--- src/rtl/kbd_pkg.sv ---
// Shared constants and state types for the PS/2 keyboard responder.
// Optional parity checking is enabled with the KBD_PARITY_CHECK_EN macro.
package kbd_pkg;

    localparam logic KBD_REG_DATA   = 1'b0;
    localparam logic KBD_REG_STATUS = 1'b1;

    localparam int ST_NOT_EMPTY = 0;
    localparam int ST_OVF       = 1;
    localparam int ST_CNT_LSB   = 2;
    localparam int ST_PERR_LSB  = 8;

    typedef enum logic [1:0] {RX_IDLE, RX_DATA, RX_PARITY, RX_STOP} rx_state_e;
    typedef enum logic {RD_IDLE, RD_DONE} rd_state_e;

    // Odd parity: data bits plus the parity bit must hold an odd number of ones.
    function automatic logic odd_parity_ok(input logic [7:0] data, input logic par);
        return ^{data, par};
    endfunction

endpackage

--- src/rtl/ps2_rx.sv ---
// PS/2 frame receiver: pin synchronizers, falling-edge detect, frame FSM and timeout.
// Parity is checked only when KBD_PARITY_CHECK_EN is defined.
module ps2_rx
    import kbd_pkg::*;
#(
    parameter int TIMEOUT_CYCLES = 50000
) (
    input  logic       clk,
    input  logic       rst,
    input  logic       ps2_clk,
    input  logic       ps2_data,
    output logic [7:0] rx_byte,
    output logic       byte_valid,
    output logic       perr_pulse
);

    localparam int TW = $clog2(TIMEOUT_CYCLES + 1);
    localparam logic [TW-1:0] TO_LAST = TW'(TIMEOUT_CYCLES - 1);

    logic          clk_s1_q, clk_s2_q, clk_prev_q;
    logic          data_s1_q, data_s2_q;
    logic          fall;

    rx_state_e     state_q, state_d;
    logic [2:0]    bit_cnt_q, bit_cnt_d;
    logic [7:0]    shift_q, shift_d;
    logic [TW-1:0] to_cnt_q, to_cnt_d;
    logic [7:0]    byte_q, byte_d;
    logic          valid_q, valid_d;
    logic          perr_q, perr_d;
`ifdef KBD_PARITY_CHECK_EN
    logic          par_q, par_d;
`endif

    assign fall = clk_prev_q & ~clk_s2_q;

    always_comb begin
        state_d   = state_q;
        bit_cnt_d = bit_cnt_q;
        shift_d   = shift_q;
        to_cnt_d  = to_cnt_q;
        byte_d    = byte_q;
        valid_d   = 1'b0;
        perr_d    = 1'b0;
`ifdef KBD_PARITY_CHECK_EN
        par_d     = par_q;
`endif

        // A stalled partial frame is abandoned; any falling edge restarts the count.
        if (state_q == RX_IDLE || fall) begin
            to_cnt_d = '0;
        end else if (to_cnt_q == TO_LAST) begin
            to_cnt_d = '0;
            state_d  = RX_IDLE;
        end else begin
            to_cnt_d = to_cnt_q + 1'b1;
        end

        if (fall) begin
            case (state_q)
                RX_IDLE: begin
                    if (!data_s2_q) begin
                        state_d   = RX_DATA;
                        bit_cnt_d = 3'd0;
                    end
                end
                RX_DATA: begin
                    shift_d   = {data_s2_q, shift_q[7:1]};
                    bit_cnt_d = bit_cnt_q + 3'd1;
                    if (bit_cnt_q == 3'd7) state_d = RX_PARITY;
                end
                RX_PARITY: begin
`ifdef KBD_PARITY_CHECK_EN
                    par_d = data_s2_q;
`endif
                    state_d = RX_STOP;
                end
                RX_STOP: begin
                    state_d = RX_IDLE;
                    if (data_s2_q) begin
`ifdef KBD_PARITY_CHECK_EN
                        if (odd_parity_ok(shift_q, par_q)) begin
                            byte_d  = shift_q;
                            valid_d = 1'b1;
                        end else begin
                            perr_d = 1'b1;
                        end
`else
                        byte_d  = shift_q;
                        valid_d = 1'b1;
`endif
                    end
                end
                default: state_d = RX_IDLE;
            endcase
        end
    end

    always_ff @(posedge clk) begin
        if (rst) begin
            clk_s1_q   <= 1'b1;
            clk_s2_q   <= 1'b1;
            clk_prev_q <= 1'b1;
            data_s1_q  <= 1'b1;
            data_s2_q  <= 1'b1;
            state_q    <= RX_IDLE;
            bit_cnt_q  <= 3'd0;
            shift_q    <= 8'h00;
            to_cnt_q   <= '0;
            byte_q     <= 8'h00;
            valid_q    <= 1'b0;
            perr_q     <= 1'b0;
`ifdef KBD_PARITY_CHECK_EN
            par_q      <= 1'b0;
`endif
        end else begin
            clk_s1_q   <= ps2_clk;
            clk_s2_q   <= clk_s1_q;
            clk_prev_q <= clk_s2_q;
            data_s1_q  <= ps2_data;
            data_s2_q  <= data_s1_q;
            state_q    <= state_d;
            bit_cnt_q  <= bit_cnt_d;
            shift_q    <= shift_d;
            to_cnt_q   <= to_cnt_d;
            byte_q     <= byte_d;
            valid_q    <= valid_d;
            perr_q     <= perr_d;
`ifdef KBD_PARITY_CHECK_EN
            par_q      <= par_d;
`endif
        end
    end

    assign rx_byte    = byte_q;
    assign byte_valid = valid_q;
    assign perr_pulse = perr_q;

endmodule

--- src/rtl/kbd_responder.sv ---
// Memory-mapped PS/2 keyboard responder: scan-code FIFO, status word and read stall handshake.
// KBD_PARITY_CHECK_EN enables parity checking and the PERR counter.
module kbd_responder
    import kbd_pkg::*;
#(
    parameter int FIFO_DEPTH     = 16,
    parameter int TIMEOUT_CYCLES = 50000
) (
    input  logic        clk,
    input  logic        rst,
    input  logic        ps2_clk,
    input  logic        ps2_data,
    input  logic        kbd_sel,
    input  logic        kbd_rd,
    input  logic        kbd_addr,
    output logic [31:0] kbd_rdata,
    output logic        kbd_stall,
    output logic        kbd_irq
);

    localparam int AW = $clog2(FIFO_DEPTH);

    logic [7:0]  rx_byte;
    logic        byte_valid;
    logic        perr_pulse;

    logic [7:0]  mem_q [FIFO_DEPTH];
    logic [AW:0] wr_ptr_q, wr_ptr_d;
    logic [AW:0] rd_ptr_q, rd_ptr_d;
    logic        ovf_q, ovf_d;
    logic [7:0]  perr_q, perr_d;
    logic [31:0] rdata_q, rdata_d;
    rd_state_e   rd_state_q, rd_state_d;

    logic [AW:0] count;
    logic [6:0]  cnt_ext;
    logic [5:0]  cnt_field;
    logic        empty, full;
    logic        req, take, pop, push_ok, ovf_set, st_rd;
    logic [31:0] status_word;

    ps2_rx #(.TIMEOUT_CYCLES(TIMEOUT_CYCLES)) u_rx (
        .clk        (clk),
        .rst        (rst),
        .ps2_clk    (ps2_clk),
        .ps2_data   (ps2_data),
        .rx_byte    (rx_byte),
        .byte_valid (byte_valid),
        .perr_pulse (perr_pulse)
    );

    assign count   = wr_ptr_q - rd_ptr_q;
    assign empty   = (wr_ptr_q == rd_ptr_q);
    assign full    = (wr_ptr_q[AW] != rd_ptr_q[AW]) && (wr_ptr_q[AW-1:0] == rd_ptr_q[AW-1:0]);
    assign cnt_ext = 7'(count);
    // A 64-deep FIFO can hold 64 entries; the 6-bit field saturates rather than wrapping to 0.
    assign cnt_field = cnt_ext[6] ? 6'h3f : cnt_ext[5:0];

    assign req     = kbd_sel & kbd_rd;
    assign take    = req & (rd_state_q == RD_IDLE);
    assign pop     = take & (kbd_addr == KBD_REG_DATA) & ~empty;
    assign st_rd   = take & (kbd_addr == KBD_REG_STATUS);
    // A pop in the same cycle frees a slot, so a push into a full FIFO still lands.
    assign push_ok = byte_valid & (~full | pop);
    assign ovf_set = byte_valid & full & ~pop;

    always_comb begin
        status_word = 32'h0;
        status_word[ST_NOT_EMPTY] = ~empty;
        status_word[ST_OVF] = ovf_q;
        status_word[ST_CNT_LSB +: 6] = cnt_field;
        status_word[ST_PERR_LSB +: 8] = perr_q;
    end

    always_comb begin
        wr_ptr_d   = push_ok ? wr_ptr_q + 1'b1 : wr_ptr_q;
        rd_ptr_d   = pop ? rd_ptr_q + 1'b1 : rd_ptr_q;
        rdata_d    = rdata_q;
        rd_state_d = rd_state_q;

        if (ovf_set)    ovf_d = 1'b1;
        else if (st_rd) ovf_d = 1'b0;
        else            ovf_d = ovf_q;

        if (perr_pulse)  perr_d = st_rd ? 8'd1 : ((perr_q == 8'hff) ? 8'hff : perr_q + 8'd1);
        else if (st_rd)  perr_d = 8'd0;
        else             perr_d = perr_q;

        case (rd_state_q)
            RD_IDLE: begin
                if (req) begin
                    if (kbd_addr == KBD_REG_STATUS) rdata_d = status_word;
                    else if (empty)                 rdata_d = 32'h0;
                    else                            rdata_d = {24'h0, mem_q[rd_ptr_q[AW-1:0]]};
                    rd_state_d = RD_DONE;
                end
            end
            RD_DONE: begin
                if (!req) rd_state_d = RD_IDLE;
            end
            default: rd_state_d = RD_IDLE;
        endcase
    end

    always_ff @(posedge clk) begin
        if (push_ok) mem_q[wr_ptr_q[AW-1:0]] <= rx_byte;
    end

    always_ff @(posedge clk) begin
        if (rst) begin
            wr_ptr_q   <= '0;
            rd_ptr_q   <= '0;
            ovf_q      <= 1'b0;
            perr_q     <= 8'd0;
            rdata_q    <= 32'h0;
            rd_state_q <= RD_IDLE;
        end else begin
            wr_ptr_q   <= wr_ptr_d;
            rd_ptr_q   <= rd_ptr_d;
            ovf_q      <= ovf_d;
            perr_q     <= perr_d;
            rdata_q    <= rdata_d;
            rd_state_q <= rd_state_d;
        end
    end

    assign kbd_rdata = rdata_q;
    assign kbd_stall = take;
    assign kbd_irq   = ~empty;

endmodule

--- config.mk ---
export PLATFORM = sky130hd
export DESIGN_NAME = kbd_responder
export DESIGN_NICKNAME = d
export VERILOG_FILES = /design/src/rtl/kbd_pkg.sv /design/src/rtl/ps2_rx.sv /design/src/rtl/kbd_responder.sv
export SDC_FILE = /design/constraint.sdc
export NUM_CORES = 1
export LEC_CHECK = 0
export ABC_AREA = 0
export BUFFER_PORTS_ARGS = -buffer_cell sky130_fd_sc_hd__buf_2
export CORE_AREA = 2 2 137 139
export DETAILED_ROUTE_END_ITERATION = 10
export DIE_AREA = 0 0 139 141
export GPL_TIMING_DRIVEN = 0
export PLACE_DENSITY_LB_ADDON = 0.05
export SLEW_MARGIN = 20
export SYNTH_ARGS = -nofsm -noshare
export SYNTH_HDL_FRONTEND = slang
export SYNTH_SLANG_ARGS = --single-unit
export TNS_END_PERCENT = 30
--- constraint.sdc ---
create_clock -name clk -period 3.7 [get_ports clk]
set_clock_uncertainty 0.05 [all_clocks]
set_input_delay 1.11 -clock clk [delete_from_list [all_inputs] [get_ports clk]]
set_output_delay 1.11 -clock clk [all_outputs]
set_load 0.02 [all_outputs]
==> results.md <==
- Worst Path Buf+Inv: 4
- Sw Share: 19.6%
- PortBufs: 14
- DRC: 0
- Hold WC Path Type: reg -> reg
- Max frequency: 296 MHz
- Placed Cells incl. Taps: 858
- Max cap viols: 0
- Post-synth top area share: 48.1%
- Core ar.: 0.0183 sq mm
- Worst R2R Start: wr_ptr_q[0]
- CP Launch Type: input pin
- Crit path DAT: 2.21 ns
- Seq pwr share: 53.6%
- RSZ-0062 raised after global routing: false
- Final period util: 91.2%
- Initial antenna violation count: 0
- Slew headroom: 28.7%
- Initial Utilization: 43.8%
- Crit Path Max Fanout: 10
- Grt ovf: 0
- CP Data Required Time: 2.54 ns
- CTS tree: done
- Largest net degree at the start of global routing: 18
- ANT cells: 0
- Post-Syn Area per Cell: 13.7 sq um
- Worst slack, placed: 0.275 ns
- Io pins: 41
- Slew Viols, Final: 0
- CP Class: in -> out
- Nets@finish: 663
- Post-cts gate resize count: 0
- Share of layout cells above drive strength 1: 21.2%
- Count leader, synth: edfxtp_1
- Slowest cell delay on critical path: 0.29 ns
- DP Wirelength: 11900 um
- Power Total: 4.29 mW
- CTS Buffer Depth: 2
- Slew @ Worst Pin: 1.07 ns
- Clk pwr share: 44.6%
- Fin cells: 890
- Reg-to-Reg End: mem_q[10][3]
- Global-route wire length before repair: 26600 um
- DRT Wirelength: 16900 um
- Distinct cell type count after synthesis: 56
- GRT Overall Usage: 18.2%
- Final Hold Viols: 0
- Via density: 5.14
- Cts hold-fix bufs: 0
- EDFF count, synth: 128
- Post-DRT Antenna Nets: 0
- Area contributors post-synth: edfxtp_1, dfxtp_1, mux4_2
- CP delay by family, top: buffers and inverters
- Seq/Total Area, Yosys: 64.8%
- DRT iter0 DRCs: 334
- Min Tclk post-route: 3.37 ns
- CTS buffer count: 17
- Status: completed
- Post-Synthesis Cells: 583
- Synth-to-layout area growth: 14.0%
- Clock Root Buffer: clkbuf_16
- Crit path top cell by count: buf_2
- Setup ws final: 0.325 ns
- Comb pwr share: 1.9%
- Yosys top cell by area: edfxtp_1
- Routability Congestion: 0.790
- Synthesis Warnings: 0
- Worst skew pair latency: 0.43 ns
- Die height: 141 um
- Flops & latches, synth: 195
- Clock sinks: 195
- Hold Path Sink: u_rx.data_s2_q
- Dpl cell area: 0.00850 sq mm
- Asr flop ratio synth: 0%
- Int Pwr: 3.45 mW
- Vias in the first global route: 4638
- Design area: 0.00912 sq mm
- P_sw: 0.840 mW
- Worst path cell trace: buf_2 > nand2_1 > or2_2 > clkbuf_1 > inv_1 > buf_2
- Wirelength per Cell: 19.0 um
- LEAKAGE: 3.20 nW
- WHS Path Cells: 1
- Reg2Reg Setup Slack: 0.90 ns
- Die area: 0.0196 sq mm
- Finished Core Util: 49.9%
- Total vias in the final route: 4577
- Postcts setup bufs: 0
- Filler cell count: 1591
- Maximum vdd drop: 329 uV
- Ys flop type: edfxtp_1
- Worst Reg-to-Reg Cells: 6
- Setup crit end kind: output pin
- Drt pass-1 iters: 7
- Die X: 139 um
- Synth top cells by count: edfxtp_1, dfxtp_1, nand2_1, nor2_1, a21oi_1
- P per Cell Area: 471 mW/mm^2
- Hold_sp: u_rx.data_s1_q
- Endpoints failing setup: 0
- Std cell rows: 50
- Clk pin slew, worst setup/hold paths: 0.07 ns
- H-tree levels: 4
- Slowest cell on crit path: or2_2
- Cell Area, Synth: 0.00800 sq mm
==> worst max-delay path by stage <==
stage / startpoint / endpoint / cells after the start
global placement: kbd_addr / mem_q[2][5] / 5
CTS: kbd_sel / kbd_stall / 6
finish: kbd_sel / kbd_stall / 6
detailed placement: kbd_addr / mem_q[10][5] / 5
global route: kbd_sel / kbd_stall / 6
floorplan: kbd_sel / kbd_stall / 4
==> kinds of logic after synthesis <==
group / count (synthesis) / share of synthesized area (%)
xor+xnor: 23 / 2.61
mux: 46 / 10.5
simple gates: 184 / 10.8
flops: 195 / 64.8
fa+ha+maj: 13 / 2.13
other cells: 1 / 0.0469
buf+inv: 61 / 4.44
compound gates: 60 / 4.68
==> per-layer routing <==
metal	global-route usage (%)	share of wire (%)	up-vias
met5	0	0	-
met4	5.42	0.73	0
met3	3.19	4.3	9
met2	31.2	51	94
met1	24.0	44	2272
li1	-	-	2202
==> state kept, by name, indices dropped and copies added (netlist names), named ones only <==
signal	count
kbd_rdata	8
mem_q	128
ovf_q	1
rd_ptr_q	5
rd_state_q	1
u_rx.bit_cnt_q	3
u_rx.byte_valid	1
u_rx.clk_prev_q	1
u_rx.clk_s1_q	1
u_rx.clk_s2_q	1
u_rx.data_s1_q	1
u_rx.data_s2_q	1
u_rx.rx_byte	8
u_rx.shift_q	8
u_rx.state_q	2
u_rx.to_cnt_q	16
wr_ptr_q	5
==> cell usage in the layout, fill, tap and decap left out, types with 2 or more instances in the layout <==
cell / netlist / final
o22ai_1: 3 / 3
dfxtp_1: 67 / 67
conb_1: 1 / 24
nand2b_1: 8 / 8
clkinvlp_4: 0 / 2
mux2i_1: 15 / 15
nor3b_1: 3 / 3
nand3_1: 4 / 4
clkbuf_1: 15 / 15
inv_6: 0 / 2
o21ai_0: 7 / 7
clkinv_2: 0 / 2
or3_1: 3 / 3
nand4_1: 9 / 9
a22oi_1: 2 / 2
nor2_1: 57 / 57
a21oi_1: 32 / 32
nor2b_1: 2 / 2
o21a_1: 2 / 2
nor4_1: 2 / 2
xor2_1: 11 / 11
bufinv_16: 0 / 4
ha_1: 12 / 12
or2_2: 6 / 6
nor2_2: 10 / 10
and3_1: 4 / 4
inv_1: 10 / 10
mux4_2: 30 / 30
clkinv_1: 0 / 4
buf_6: 1 / 3
clkbuf_16: 0 / 17
buf_2: 5 / 19
xnor2_1: 11 / 11
buf_4: 27 / 29
nand2_1: 60 / 60
nor3_2: 0 / 4
o211ai_1: 2 / 2
nor3_1: 9 / 5
edfxtp_1: 128 / 128
a31oi_1: 2 / 2
==> worst register-to-register path: cells and delay by family (launching register included) <==
family                   cells  cell delay (ns)
AND/OR/NAND/NOR              3             1.15
flip-flops                   1             0.43
adder cells (fa/ha/maj)      1             0.36
AO/OA/AOI/OAI                1             0.30
buffers and inverters        1             0.12
==> power groups by stage <==
stage / clock [mW] / sequential [mW] / combinational [mW]
after floorplan: 0 / 2.35 / 0.0635
after global placement: 0 / 2.35 / 0.0792
after detailed placement: 0 / 2.35 / 0.0796
final: 1.91 / 2.30 / 0.0801
after CTS: 1.94 / 2.30 / 0.0795
after global routing: 2.04 / 2.30 / 0.0876
==> metrics by stage <==
step                TNS, ns  hold slack, ns
floorplan                 0           0.339
global placement      -3.82           0.348
detailed placement        0           0.353
CTS                       0           0.371
global route              0           0.383
finish                    0           0.368
==> final cells by class <==
type	instances	area, sq um	area share (%)
Buffer	50	314	3.44
Clock buffer	17	425	4.67
Clock inverter	15	186	2.05
Inverter	11	41.3	0.453
Multi-Input combinational cell	350	2560	28.1
Sequential cell	195	5180	56.9
Tap cell	234	293	3.21
Timing Repair Buffer	18	108	1.18
(Power assumes the default switching activity.)
